### src/rtl/sy_pkg.sv
// Constants for the register-to-TileLink bridge: transfer size code and
// the byte masks selecting the low / high 32-bit lane of the 64-bit bus.
package sy_pkg;

  localparam logic [2:0] REG2TL_SIZE_WORD = 3'd2;   // log2(4 bytes)
  localparam logic [7:0] REG2TL_MASK_LO   = 8'h0F;
  localparam logic [7:0] REG2TL_MASK_HI   = 8'hF0;

endpackage

### src/rtl/tl_pkg.sv
// TileLink-UL channel definitions shared by the fabric.
// A channel carries Get / PutFullData requests, D channel carries
// AccessAck / AccessAckData responses. Data bus is 64 bits wide.
package tl_pkg;

  typedef logic [7:0] source_t;

  // A channel opcodes
  localparam logic [2:0] PUT_FULL_DATA   = 3'd0;
  localparam logic [2:0] GET             = 3'd4;
  // D channel opcodes
  localparam logic [2:0] ACCESS_ACK      = 3'd0;
  localparam logic [2:0] ACCESS_ACK_DATA = 3'd1;

  typedef struct packed {
    logic [2:0]  opcode;
    logic [2:0]  param;
    logic [2:0]  size;
    source_t     source;
    logic [63:0] address;
    logic [7:0]  mask;
    logic [63:0] data;
    logic        corrupt;
  } A_chan_bits_t;

  typedef struct packed {
    logic [2:0]  opcode;
    logic [1:0]  param;
    logic [2:0]  size;
    source_t     source;
    logic        sink;
    logic        denied;
    logic [63:0] data;
    logic        corrupt;
  } D_chan_bits_t;

endpackage

### src/rtl/reg2tl_bridge.sv
// Register-bus slave to TileLink-UL client bridge.
// Each 32-bit register access becomes one Get / PutFullData on the 64-bit
// A channel; the D response is turned into a one-cycle rvalid_o pulse with
// read data and error. Exactly one access is in flight at a time.
//
// Ports:
//   clk_i, rst_i           clock, synchronous active-high reset
//   req_i/gnt_o            register request handshake (gnt_o only in IDLE)
//   we_i, addr_i, wdata_i  request payload
//   rvalid_o, rdata_o,     response pulse, read data, error flag
//   err_o
//   TL_A_*                 TileLink A channel (request out)
//   TL_D_*                 TileLink D channel (response in)
//
// Optional: define REG2TL_TIMEOUT_EN to bound the WAIT_D phase to
// TIMEOUT_CYCLES cycles. A timed-out access answers with an error and the
// late D beat is then swallowed before the next request is granted.
module reg2tl_bridge
  import tl_pkg::*;
  import sy_pkg::*;
#(
  parameter int      ADDR_WIDTH     = 64,
  parameter source_t SOURCE_ID      = '0,
  parameter int      TIMEOUT_CYCLES = 1024
) (
  input  logic                  clk_i,
  input  logic                  rst_i,
  input  logic                  req_i,
  output logic                  gnt_o,
  input  logic                  we_i,
  input  logic [ADDR_WIDTH-1:0] addr_i,
  input  logic [31:0]           wdata_i,
  output logic                  rvalid_o,
  output logic [31:0]           rdata_o,
  output logic                  err_o,
  output logic                  TL_A_valid_o,
  input  logic                  TL_A_ready_i,
  output A_chan_bits_t          TL_A_bits_o,
  input  logic                  TL_D_valid_i,
  output logic                  TL_D_ready_o,
  input  D_chan_bits_t          TL_D_bits_i
);

  typedef enum logic [1:0] {IDLE, SEND_A, WAIT_D, RESP} state_e;

  state_e                state_q, state_d;
  logic                  we_q;
  logic [ADDR_WIDTH-1:0] addr_q;
  logic [31:0]           wdata_q;
  logic [31:0]           rdata_q, rdata_d;
  logic                  err_q, err_d;
  logic                  d_err;
  logic [31:0]           d_lane;
  logic                  timeout;

`ifdef REG2TL_TIMEOUT_EN
  localparam int CNT_W = $clog2(TIMEOUT_CYCLES + 1);

  logic [CNT_W-1:0] cnt_q;
  logic             stale_q;   // a timed-out access still owes us a D beat

  assign timeout = (state_q == WAIT_D) && !TL_D_valid_i &&
                   (cnt_q == CNT_W'(TIMEOUT_CYCLES - 1));

  always_ff @(posedge clk_i) begin
    if (rst_i) begin
      cnt_q   <= '0;
      stale_q <= 1'b0;
    end else begin
      cnt_q <= (state_q == WAIT_D && state_d == WAIT_D) ? cnt_q + 1'b1 : '0;
      if (timeout)
        stale_q <= 1'b1;
      else if (state_q == IDLE && TL_D_valid_i)
        stale_q <= 1'b0;   // the late beat is accepted and dropped here
    end
  end

  assign gnt_o        = (state_q == IDLE) && req_i && !stale_q;
  assign TL_D_ready_o = (state_q == WAIT_D) || (state_q == IDLE && stale_q);
`else
  assign timeout      = 1'b0;
  assign gnt_o        = (state_q == IDLE) && req_i;
  assign TL_D_ready_o = (state_q == WAIT_D);
`endif

  assign TL_A_valid_o = (state_q == SEND_A);
  assign rvalid_o     = (state_q == RESP);
  assign rdata_o      = rdata_q;
  assign err_o        = err_q;

  // A payload comes only from captured registers, so it is stable while
  // the fabric stalls us.
  always_comb begin
    TL_A_bits_o         = '0;
    TL_A_bits_o.opcode  = we_q ? PUT_FULL_DATA : GET;
    TL_A_bits_o.param   = 3'd0;
    TL_A_bits_o.size    = REG2TL_SIZE_WORD;
    TL_A_bits_o.source  = SOURCE_ID;
    TL_A_bits_o.address = 64'({addr_q[ADDR_WIDTH-1:2], 2'b00});
    TL_A_bits_o.mask    = addr_q[2] ? REG2TL_MASK_HI : REG2TL_MASK_LO;
    TL_A_bits_o.data    = {wdata_q, wdata_q};
    TL_A_bits_o.corrupt = 1'b0;
  end

  assign d_lane = addr_q[2] ? TL_D_bits_i.data[63:32] : TL_D_bits_i.data[31:0];
  assign d_err  = TL_D_bits_i.denied || TL_D_bits_i.corrupt ||
                  (TL_D_bits_i.source != SOURCE_ID) ||
                  (TL_D_bits_i.opcode != (we_q ? ACCESS_ACK : ACCESS_ACK_DATA));

  always_comb begin
    state_d = state_q;
    rdata_d = rdata_q;
    err_d   = err_q;
    unique case (state_q)
      IDLE: begin
        if (gnt_o) begin
          if (addr_i[1:0] != 2'b00) begin
            // misaligned: answer locally, never touch the fabric
            state_d = RESP;
            err_d   = 1'b1;
            rdata_d = '0;
          end else begin
            state_d = SEND_A;
          end
        end
      end
      SEND_A: if (TL_A_ready_i) state_d = WAIT_D;
      WAIT_D: begin
        if (TL_D_valid_i) begin
          state_d = RESP;
          err_d   = d_err;
          rdata_d = (we_q || d_err) ? 32'h0 : d_lane;
        end else if (timeout) begin
          state_d = RESP;
          err_d   = 1'b1;
          rdata_d = '0;
        end
      end
      RESP:    state_d = IDLE;
      default: state_d = IDLE;
    endcase
  end

  always_ff @(posedge clk_i) begin
    if (rst_i) begin
      state_q <= IDLE;
      we_q    <= 1'b0;
      addr_q  <= '0;
      wdata_q <= '0;
      rdata_q <= '0;
      err_q   <= 1'b0;
    end else begin
      state_q <= state_d;
      rdata_q <= rdata_d;
      err_q   <= err_d;
      if (gnt_o) begin
        we_q    <= we_i;
        addr_q  <= addr_i;
        wdata_q <= wdata_i;
      end
    end
  end

  // D fields the bridge has no use for, and the byte offset which is
  // already folded into the alignment check.
  logic unused_bits;
  assign unused_bits = ^{addr_q[1:0], TL_D_bits_i.param, TL_D_bits_i.size,
                         TL_D_bits_i.sink};

endmodule

### config.mk
export PLATFORM = sky130hd
export DESIGN_NAME = reg2tl_bridge
export DESIGN_NICKNAME = d
export VERILOG_FILES = /design/src/rtl/sy_pkg.sv /design/src/rtl/tl_pkg.sv /design/src/rtl/reg2tl_bridge.sv
export SDC_FILE = /design/constraint.sdc
export NUM_CORES = 1
export LEC_CHECK = 0
export BUFFER_PORTS_ARGS = -buffer_cell sky130_fd_sc_hd__buf_2
export CORE_AREA = 4 4 145 147
export DETAILED_ROUTE_END_ITERATION = 8
export DIE_AREA = 0 0 149 151
export MAX_ROUTING_LAYER = met4
export PLACE_DENSITY_LB_ADDON = 0.08
export SYNTH_ARGS = -nofsm -noshare
export SYNTH_HDL_FRONTEND = slang
export SYNTH_SLANG_ARGS = --single-unit
### constraint.sdc
create_clock -name clk_i -period 1.58 [get_ports clk_i]
set_input_delay 0.158 -clock clk_i [delete_from_list [all_inputs] [get_ports clk_i]]
set_output_delay 0.158 -clock clk_i [all_outputs]
set_load 0.03 [all_outputs]
# --- Word level (Yosys, flattened, before mapping) ---
# Cells that the tools add are included.
word_totals:
  ff_bits: 132
  in_bits: 185
  out_inout_bits: 191
  elab_cells: 43
classes:
  eq_ne: 8
  mux: 18
  n_reduce_logical: 11
op_table:
  columns: ["op", "n"]
  rows:
  - ["$mux 32", 5]
  - ["$pmux 32 s2", 1]
  - ["$mux 2", 4]
  - ["$mux 8", 1]
  - ["$pmux 2 s4", 1]
  - ["$reduce_bool 8->1", 1]
  - ["$eq 2x2->1 const B", 2]
  - ["$logic_or 1x1->1", 4]
  - ["$mux 1", 4]
  - ["$ne 2x1->1 const B", 2]
  - ["$ne 2x2->1 const B", 2]
  - ["$reduce_and 4->1", 1]
  - ["$reduce_bool 2->1", 2]
  - ["$mux 3", 1]
  - ["$ne 3x1->1", 1]
  - ["$reduce_and 3->1", 1]
  - ["$eq 2x1->1 const B", 1]
  - ["$logic_not 2->1", 1]
  - ["$pmux 1 s2", 1]
  - ["$logic_and 1x1->1", 1]

# --- Longest topological paths before layout ---
logic_depth:
  word_depth: 7
  mapped_depth: 8

# --- Worst setup path before layout ---
# Ideal clock, no wire load.
synth_path:
  path_kind: "register to output"
  from: "register addr_q[2]"
  to: "output TL_A_bits_o[66] in the netlist's numbering"
  t_arrival_ns: 1.859
  slack_ns: -0.437
  stages_incl_launch_ff: 5
  cell_sequence: "dfxtp_1 -> clkbuf_1 -> clkbuf_1 -> inv_1 -> buf_4"
synth_rtl:
  columns: ["item", "line_no", "text"]
  rows:
  - ["start: declaration", "reg2tl_bridge.sv:48", "logic [ADDR_WIDTH-1:0] addr_q;"]
  - ["start signal: assignment", "reg2tl_bridge.sv:158", "addr_q <= addr_i;"]
  - ["end: declaration", "reg2tl_bridge.sv:38", "output A_chan_bits_t TL_A_bits_o,"]

# --- Worst setup path after layout ---
layout_path:
  from: "register state_q[1]"
  to: "output gnt_o"
layout_between:
  elab_chain_cells: 2
layout_rtl:
  columns: ["item", "line_no", "text"]
  rows:
  - ["start: declaration", "reg2tl_bridge.sv:46", "state_e state_q, state_d;"]
  - ["start signal: assignment", "reg2tl_bridge.sv:153", "state_q <= state_d;"]
  - ["$logic_not 2->1", "reg2tl_bridge.sv:82", "assign gnt_o = (state_q == IDLE) && req_i;"]
  - ["$logic_and 1x1->1", "reg2tl_bridge.sv:82", null]
  - ["end: declaration", "reg2tl_bridge.sv:29", "output logic gnt_o,"]
# No other way between the ends.

==> metrics <==
Iter 0 DRT Violations=123; critical path arrival=1.57 ns; detailed-router iteration count before antenna repair=4; RSZ-0062 raised after global routing=yes; hold path start=TL_D_bits_i[16]; Die Area=about 0.022 sq mm; Routed Antenna Nets=0; Root Driver=clkbuf_16; largest net degree at the start of global routing=99; worst slew pin tran=0.636 ns; R2R depth=8; fraction of the yosys area taken by sequential cells=about 47%; share of layout cells above drive strength 1=between 50% and 60%; IO Count=376; crit share post-route=109%; Reg-to-Reg End=rdata_o[25]; violated checks=setup timing; TritonCTS buffer count=17; CP required=1.42 ns; CP dominant cell by count=buf_12; power per cell area=1470 mW/mm^2; CTS tree=done; Buffers & Inverters on Critical Path=6; final wirelength=between 20000 and 25000 microns; Setup-failing EPs final=77; static leakage=4.68 nW; post-synth cell types=28; Initial Util=27.5%; Die Wd=149 microns; min Tclk post-route=roughly 1.7 ns; type of origin of the critical path=flop; Worst-Skew Late Latency=0.41 ns; DP Area=0.00739 sq mm; CP Cell Sequence=inv_4 > ha_4 > buf_6 > buf_12 > nand2_8 > inv_8 > buf_12 > buf_8; Worst VDD drop=706 uV; fmax=580 MHz; FF-to-FF setup slack=-0.12 ns; Max transition margin=57.6%; number of global-route vias before repair=between 5000 and 6000; total of max-cap violations=0; Via density=4.28; fin area=~0.010 sq mm; Crit path max-delay family=buffers and inverters; input/output buffers=350; hpwl dp=about 13000 microns; clk sink count=130; H-tree Lvls=4; GP Congestion=0.730; Clock Skews=0.00994 ns; R2R Path Start=state_q[1]; worst-path fanout max=4; Slew Limit Fails=0; routed vias=5704; DR DRC count=0; run status=complete, but fails checks; Core ar.=0.0199 sq mm; Fin Setup TNS=-3.85 ns; hold slack=about 0.013 ns; critical path depth=8; #FFs+latches synth=130; Overflow after GRT=0; wire per inst=15.7 microns; CP endpoint kind=output pin; final core utilization=50.0%; Rows=between 50 and 60; gr usage total=16.8%; Tot Pwr=14.6 mW; worst hold path class=primary input to flop; Worst path slowest cell=dfxtp_4; CP Class=flop to output pin; Gate Count Post-Synth=618; synth-to-layout area growth=81.6%; Synthesis Warnings=0; CP max stage delay=roughly 0.37 ns; final setup margin=-0.144 ns; Nets=around 1200; Final Hold Viols=0; Die H=roughly 150 microns; Avg Inst Size Synth=8.87 sq um; hold path depth=3; first-pass GRT wire length=roughly 29000 microns; initial antenna violation count=0; clock input transition at the sequential cells of the worst setup and hold paths=0.06 ns; hold path endpoint=rdata_o[15]; Synth Cell Area=0.00548 sq mm; clk buf depth=2
-- metrics by stage --
step	worst slack [ns]	cells
after floorplan	0.000291	635
after global placement	-0.375	1180
final	-0.144	1332
after detailed placement	-0.435	1180
after global routing	-0.214	1331
after CTS	-0.157	1313
-- flip-flops by register name, summed over array words and instances, names as in the netlist --
register,cells
we_q,1
err_o,1
state_q,2
addr_q,62
wdata_q,32
rdata_o,32
-- area by class of cell --
cell class,count,area [sq um]
Antenna cell,1,2.50
Clock buffer,20,457
Clock inverter,12,155
Fill cell,1892,9960
Inverter,5,28.8
Multi-Input combinational cell,402,2820
Sequential cell,130,2610
Tap cell,270,338
Timing Repair Buffer,492,3550
-- tightest hold or removal path, cell delays in order --
cell,delay [ns]
buf_2,0.07
mux2i_1,0.06
o2bb2ai_2,0.10
-- Yosys cell counts --
master,count,area [sq um]
nand4_4,1,21.3
nand2b_1,1,6.26
mux2i_1,33,330
nor4_2,1,12.5
or4_4,1,11.3
o2bb2ai_2,30,450
conb_1,2,7.51
or4_1,1,7.51
o211ai_1,1,7.51
o2bb2ai_1,2,17.5
buf_1,10,37.5
a21oi_1,98,490
inv_1,4,15.0
nor4_1,1,6.26
a31oi_1,1,6.26
nor4_4,1,21.3
dfxtp_1,130,2600
buf_4,58,435
xnor2_1,1,8.76
nor2b_1,3,18.8
ha_1,5,62.6
nor3_1,2,10.0
clkinv_1,1,3.75
nand2_1,192,721
o21a_1,1,7.51
buf_6,3,33.8
nor2_1,6,22.5
clkbuf_1,28,105
-- how the worst max path moves through the flow --
stage | start | to | slack [ns]
final | state_q[1] | gnt_o | -0.14
after global routing | state_q[0] | rdata_o[31] | -0.21
after CTS | state_q[1] | rdata_o[31] | -0.16
after detailed placement | state_q[0] | rdata_o[31] | -0.44
after global placement | state_q[1] | rdata_o[31] | -0.37
after floorplan | state_q[1] | rdata_o[15] | 0.0003
-- power breakdown --
group	switching (mW)	internal, mW	total, mW
Combinational	3.81	2.64	6.45
Sequential	0.286	3.78	4.06
Clock	1.52	2.57	4.09
Total	5.62	8.98	14.6
-- cells in the final DEF, fill, tap and decap left out, drive strengths merged, types with 3 or more instances in the layout --
cell type / n
a21oi: 98
buf: 385
bufinv: 3
clkbuf: 31
clkinv: 5
conb: 19
dfxtp: 130
dlygate4sd3: 96
ha: 5
inv: 7
mux2i: 33
nand2: 192
nor2: 7
nor2b: 3
nor4: 3
o2bb2ai: 32
-- cells by family after synthesis --
logic type | synth area share, %
multiplexers | 6.03
flip-flops | 47.5
other | 0.137
AO/OA/AOI/OAI | 17.9
buffers and inverters | 11.5
adder cells (fa/ha/maj) | 1.14
AND/OR/NAND/NOR | 15.7
XOR/XNOR | 0.160
-- repair_timing --
item	in CTS	in global routing
hold buffers	95	1
pin swaps	3	40
setup endpoints to repair	35	72
endpoints found under the hold margin	95	1
gates resized for setup	16	133
buffers inserted	4	7
cloned	2	12
-- layer usage --
metal / track usage (%) / vias to the layer above / wire (microns)
li1: - / 2853 / -
met1: 19.0 / 2614 / 8250
met2: 28.2 / 221 / 10800
met3: 6.40 / 16 / 1650
met4: 4.30 / 0 / 257
met5: - / - / 0
No activity file was read; power rests on OpenSTA's default activity.
